--- src/rtl/icache_fetch.sv ---
// rtl/icache_fetch.sv - direct-mapped read-only instruction cache with fixed-latency line refill
// Saturating hit/miss statistics; flush invalidates all lines while idle.
module icache_fetch #(
    parameter int LINES       = 16,
    parameter int MEM_LATENCY = 8
) (
    input  logic         clock,
    input  logic         resetN,
    input  logic         cpuReq,
    input  logic [31:0]  cpuAddress,
    output logic         cpuReady,
    output logic         cpuValid,
    output logic [31:0]  cpuData,
    input  logic         flush,
    output logic [31:0]  memAddress,
    input  logic [127:0] memData,
    output logic [15:0]  hitCount,
    output logic [15:0]  missCount
);
    localparam int IDX = $clog2(LINES);
    localparam int TW  = 28 - IDX;
    localparam int CW  = $clog2(MEM_LATENCY + 1);

    localparam logic [1:0] ST_IDLE   = 2'd0;
    localparam logic [1:0] ST_LOOKUP = 2'd1;
    localparam logic [1:0] ST_FILL   = 2'd2;

    logic [1:0]     state;
    logic [31:0]    req_addr;
    logic [CW-1:0]  lat_cnt;
    logic [LINES-1:0] valid;
    logic [TW-1:0]  tags  [LINES];
    logic [127:0]   lines [LINES];

    logic [IDX-1:0] idx;
    logic [TW-1:0]  tag;
    logic [1:0]     off;
    logic           hit;
    logic           fill_done;

    assign idx       = req_addr[4+IDX-1:4];
    assign tag       = req_addr[31:4+IDX];
    assign off       = req_addr[3:2];
    assign hit       = valid[idx] && (tags[idx] == tag);
    assign fill_done = (state == ST_FILL) && (lat_cnt == CW'(MEM_LATENCY - 1));
    assign cpuReady  = (state == ST_IDLE) && !flush;

    // Word 0 sits in the most significant 32 bits of a line.
    function automatic logic [31:0] sel_word(input logic [127:0] line, input logic [1:0] w);
        logic [31:0] r;
        case (w)
            2'd0:    r = line[127:96];
            2'd1:    r = line[95:64];
            2'd2:    r = line[63:32];
            default: r = line[31:0];
        endcase
        return r;
    endfunction

    always_ff @(posedge clock) begin
        if (!resetN) begin
            state      <= ST_IDLE;
            req_addr   <= '0;
            lat_cnt    <= '0;
            valid      <= '0;
            cpuValid   <= 1'b0;
            cpuData    <= '0;
            memAddress <= '0;
            hitCount   <= '0;
            missCount  <= '0;
        end else begin
            cpuValid <= 1'b0;
            case (state)
                ST_IDLE: begin
                    if (flush) begin
                        valid <= '0;
                    end else if (cpuReq) begin
                        req_addr <= {cpuAddress[31:2], 2'b00};
                        state    <= ST_LOOKUP;
                    end
                end
                ST_LOOKUP: begin
                    if (hit) begin
                        cpuData  <= sel_word(lines[idx], off);
                        cpuValid <= 1'b1;
                        if (hitCount != 16'hFFFF) hitCount <= hitCount + 16'd1;
                        state    <= ST_IDLE;
                    end else begin
                        memAddress <= {req_addr[31:4], 4'b0000};
                        lat_cnt    <= '0;
                        if (missCount != 16'hFFFF) missCount <= missCount + 16'd1;
                        state      <= ST_FILL;
                    end
                end
                ST_FILL: begin
                    lat_cnt <= lat_cnt + CW'(1);
                    if (fill_done) begin
                        valid[idx] <= 1'b1;
                        cpuData    <= sel_word(memData, off);
                        cpuValid   <= 1'b1;
                        state      <= ST_IDLE;
                    end
                end
                default: state <= ST_IDLE;
            endcase
        end
    end

    // Array contents need no reset; the valid bits guard them.
    always_ff @(posedge clock) begin
        if (resetN && fill_done) begin
            lines[idx] <= memData;
            tags[idx]  <= tag;
        end
    end
endmodule
--- config.mk ---
export PLATFORM = sky130hd
export DESIGN_NAME = icache_fetch
export DESIGN_NICKNAME = d
export VERILOG_FILES = /design/src/rtl/icache_fetch.sv
export SDC_FILE = /design/constraint.sdc
export NUM_CORES = 2
export LEC_CHECK = 0
export ABC_AREA = 1
export ABC_CLOCK_PERIOD_IN_PS = 17090
export CAP_MARGIN = 30
export CORE_MARGIN = 1
export CORE_UTILIZATION = 40
export CTS_CLUSTER_DIAMETER = 80
export DETAILED_ROUTE_END_ITERATION = 10
export HOLD_SLACK_MARGIN = 0.05
export PLACE_DENSITY = 0.67
export SLEW_MARGIN = 20
export SYNTH_ARGS = -nofsm -noshare
export SYNTH_HDL_FRONTEND = slang
export SYNTH_SLANG_ARGS = --single-unit
export TNS_END_PERCENT = 5
--- constraint.sdc ---
create_clock -name clock -period 17.09 [get_ports clock]
set_input_delay 3.418 -clock clock [delete_from_list [all_inputs] [get_ports clock]]
set_output_delay 3.418 -clock clock [all_outputs]
set_load 0.05 [all_outputs]
==> results.yml <==
layout:
  syn_to_final_growth_pct: 13.9
  stdcell_area_um2: 118000
  finalCoreUtilization: 0.459
  drive_gt1_frac: 0.0602
  final_nets: 8957
clocking:
  insertion_delay_ns: 0.92
  clk_root_buffer_cell: "clkbuf_16"
  hold_buffers: 0
  cts_tree: "yes"
  clk_path_buf_depth: 4
  post_cts_resize_count: 0
  post-cts-setup-buffer-count: 0
  numClockSinks: 2581
  cts.clk_slew.worst_paths_ns: 0.06
  cts_htree_levels: 5
  numCtsBuffers: 283
sta:
  finalMaxSlewViolations: 0
  layout_setup_ws_ns: 8.83
  fin_worst_skew_ns: 0.0547
  tightest_slew_ns: 1.13
  setup-tns-final_ns: 0
  fin_crit_sh: 0.483
  relSlewSlack: 0.248
  max_freq_mhz: 121
  report.final.setup_viol: 0
  grt_setup_unrepaired: "false"
  final_hold_viol_count: 0
  post-route-min-period_ns: 8.26
power:
  report.power.total_uw: 16000
  leakagePower_uw: 0.0394
  peakVddDrop_mv: 0.125
  powerDensity_nw_per_um2: 135
placed_design:
  port_buffers: 255
  routability_congestion_estimate_from_global_placement: 0.807
  pre_cts_slack_ns: 8.83
  detailed_place_hpwl_um: 159000
  postPlaceCellArea_um2: 110000
yosys:
  top_ff_cell_synth: "edfxtp_1"
  synthCells: 8699
  syn_area_um2: 104000
  syn_avg_cell_area_um2: 11.9
  most_instantiated_cells_after_synthesis: "2432 x edfxtp_1, 1560 x nor2_1, 1217 x o21ai_0, 1140 x nand2_1, 550 x nand3_1"
  post_synthesis_cell_type_with_the_largest_combined_area: "edfxtp_1"
  synth_edf_count: 2432
  synth_cell_types: 36
  asyncSetResetFlopFracSynth: 0
  ys_warn_count: 0
  ys_ff_latch: 2581
  netlist.area_leader.share: 0.703
  post_synth_main_area_contributors: "edfxtp_1 70%, o21ai_0 5.9%, nor2_1 5.6%"
  synth.yosys.seq_area_share: 0.731
  yosysMostFrequentCell: "edfxtp_1"
global_routing:
  grt_max_degree: 202
  first_global_vias: 67000
  grt_antenna_before_repair: 57
  grt_overflow: 0
  grt_pass1_wl_um: 438000
  grtUsageTotal: 0.222
critical_path:
  startpoint_type: "input pin"
  top_family_by_delay_on_critical_path: "buffers and inverters"
  cpMostUsedCell: "clkdlybuf4s50_1"
  cp_capture_type: "output pin"
  worstPathCellList: "clkdlybuf4s50_1, nor2_1, clkdlybuf4s50_1"
  worstPathBufferInverterCount: 2
  cp_data_arrival_time_ns: 4.84
  crit_path_start: "flush"
  worst_ep_required_time_ns: 13.67
  path_class: "in2out"
  top_fanout_value_on_the_critical_path: 2
  timing.critical_path.slowest_cell_delay_ns: 0.82
  cp_slowest_cell: "clkdlybuf4s50_1"
floorplanning:
  core-area_um2: 258000
  die_w_um: 512
  floorplan.initialDensity: 0.403
  die_height_um: 512
  io-pin-count: 262
  die_area_um2: 262000
  core.rowCount: 186
job:
  cap_violations: 0
drt:
  drt_pre_antenna_iters: 6
  remaining_drc_errors: 0
  viasPerCell: 5.72
  route.detailed.wl_per_inst_um: 24.2
  drtAntennaViolNets: 0
  detail_route.wirelength_um: 299000
  initialDrtViolationCount: 8723
  vias: 70700
worst_hold_path:
  min-delay-path-class: "reg2reg"
  timing.hold.worst.start: "valid[7]$_SDFFE_PN0P_"
run_status:
  outcome: "finished clean"
==> path summary, 6_finish.rpt <==
kind | to | slack, ns | depth (start not counted)
min | valid[7]$_SDFFE_PN0P_ | 0.46 | 2
max reg2reg | cpuData[7]$_SDFFE_PN0P_ | 10.50 | 16
max | cpuReady | 8.83 | 3
min reg2reg | valid[7]$_SDFFE_PN0P_ | 0.46 | 2
==> cells in the final DEF, fill, tap and decap left out, types with 3 or more instances in the layout <==
cell type        instances
dfxtp_1                145
nor2_1                1556
nand2_1               1139
mux2i_1                 22
clkinv_1                49
o21ai_1                  6
diode_2                 19
nand4_1                 93
clkbuf_16              297
inv_8                    5
buf_16                   5
nand3_1                550
clkinvlp_4               6
dfxtp_4                  4
a31oi_1                  4
o21ai_0               1217
nor4_1                   3
edfxtp_1              2432
xnor2_1                  3
inv_6                    4
o22ai_1                170
o221ai_1                55
buf_4                  115
buf_12                  16
ha_1                     4
a21oi_1                101
clkbuf_8                 7
nor3_1                  13
clkbuf_1                65
nor2_4                   4
clkinv_2                30
nor3_2                  16
bufinv_16               10
inv_1                  247
nor2_2                   4
conb_1                   4
o211ai_1               295
clkdlybuf4s50_1        254
==> state kept, by name, indices dropped and copies added (netlist names), named ones only <==
name,cells
memAddress,28
req_addr,30
cpuData,32
tags,384
lat_cnt,4
missCount,16
valid,16
state,2
hitCount,16
lines,2048
cpuValid,1
==> cell families (layout without fill, tap and decap cells) <==
group / after synthesis / count (layout) / synth area share
muxes: 23 / 23 / 0.00221
AOI/OAI and AO/OA: 1849 / 1849 / 0.100
adders and majority gates: 6 / 6 / 0.000722
DFF: 2581 / 2581 / 0.731
and+or+nand+nor: 3388 / 3388 / 0.132
other: 1 / 23 / 0.0000361
buffers and inverters: 846 / 1118 / 0.0332
xor gates and xnor gates: 5 / 5 / 0.000421
==> per-stage QoR <==
| step | hold WS, ns | instances |
|---|---|---|
| 3_3_place_gp | 0.434 | 11900 |
| 4_1_cts | 0.454 | 12400 |
| 2_1_floorplan | 0.426 | 8702 |
| 5_1_grt | 0.471 | 12400 |
| 6_report | 0.456 | 12400 |
| 3_5_place_dp | 0.444 | 11900 |
==> power breakdown <==
part / switching (µW) / internal, µW
clock network: 2370 / 3340
registers: 149 / 7040
logic: 2260 / 857
==> cell type report <==
cell class	count	area (µm²)
Antenna cell	19	47.5
Multi-Input combinational cell	5275	24600
Clock buffer	369	7770
Inverter	254	983
Clock inverter	103	769
Tap cell	3384	4230
Timing Repair Buffer	392	3880
Fill cell	22400	139000
Sequential cell	2581	76000
==> layer usage <==
metal	vias up	global-route usage	part of all wire
li1	31500	-	-
met1	35100	0.293	0.39
met2	3465	0.361	0.48
met3	672	0.0394	0.092
met4	26	0.0939	0.041
met5	-	0	0.00055
==> worst reg2reg max path, delay by kind of cell (launching register included) <==
family / cells / cell delay, ns
multiplexers: 1 / 0.27
flip-flops: 1 / 0.58
AO/OA/AOI/OAI: 4 / 1.12
AND/OR/NAND/NOR: 5 / 0.63
buffers and inverters: 6 / 3.93
(Power assumes the default switching activity.)
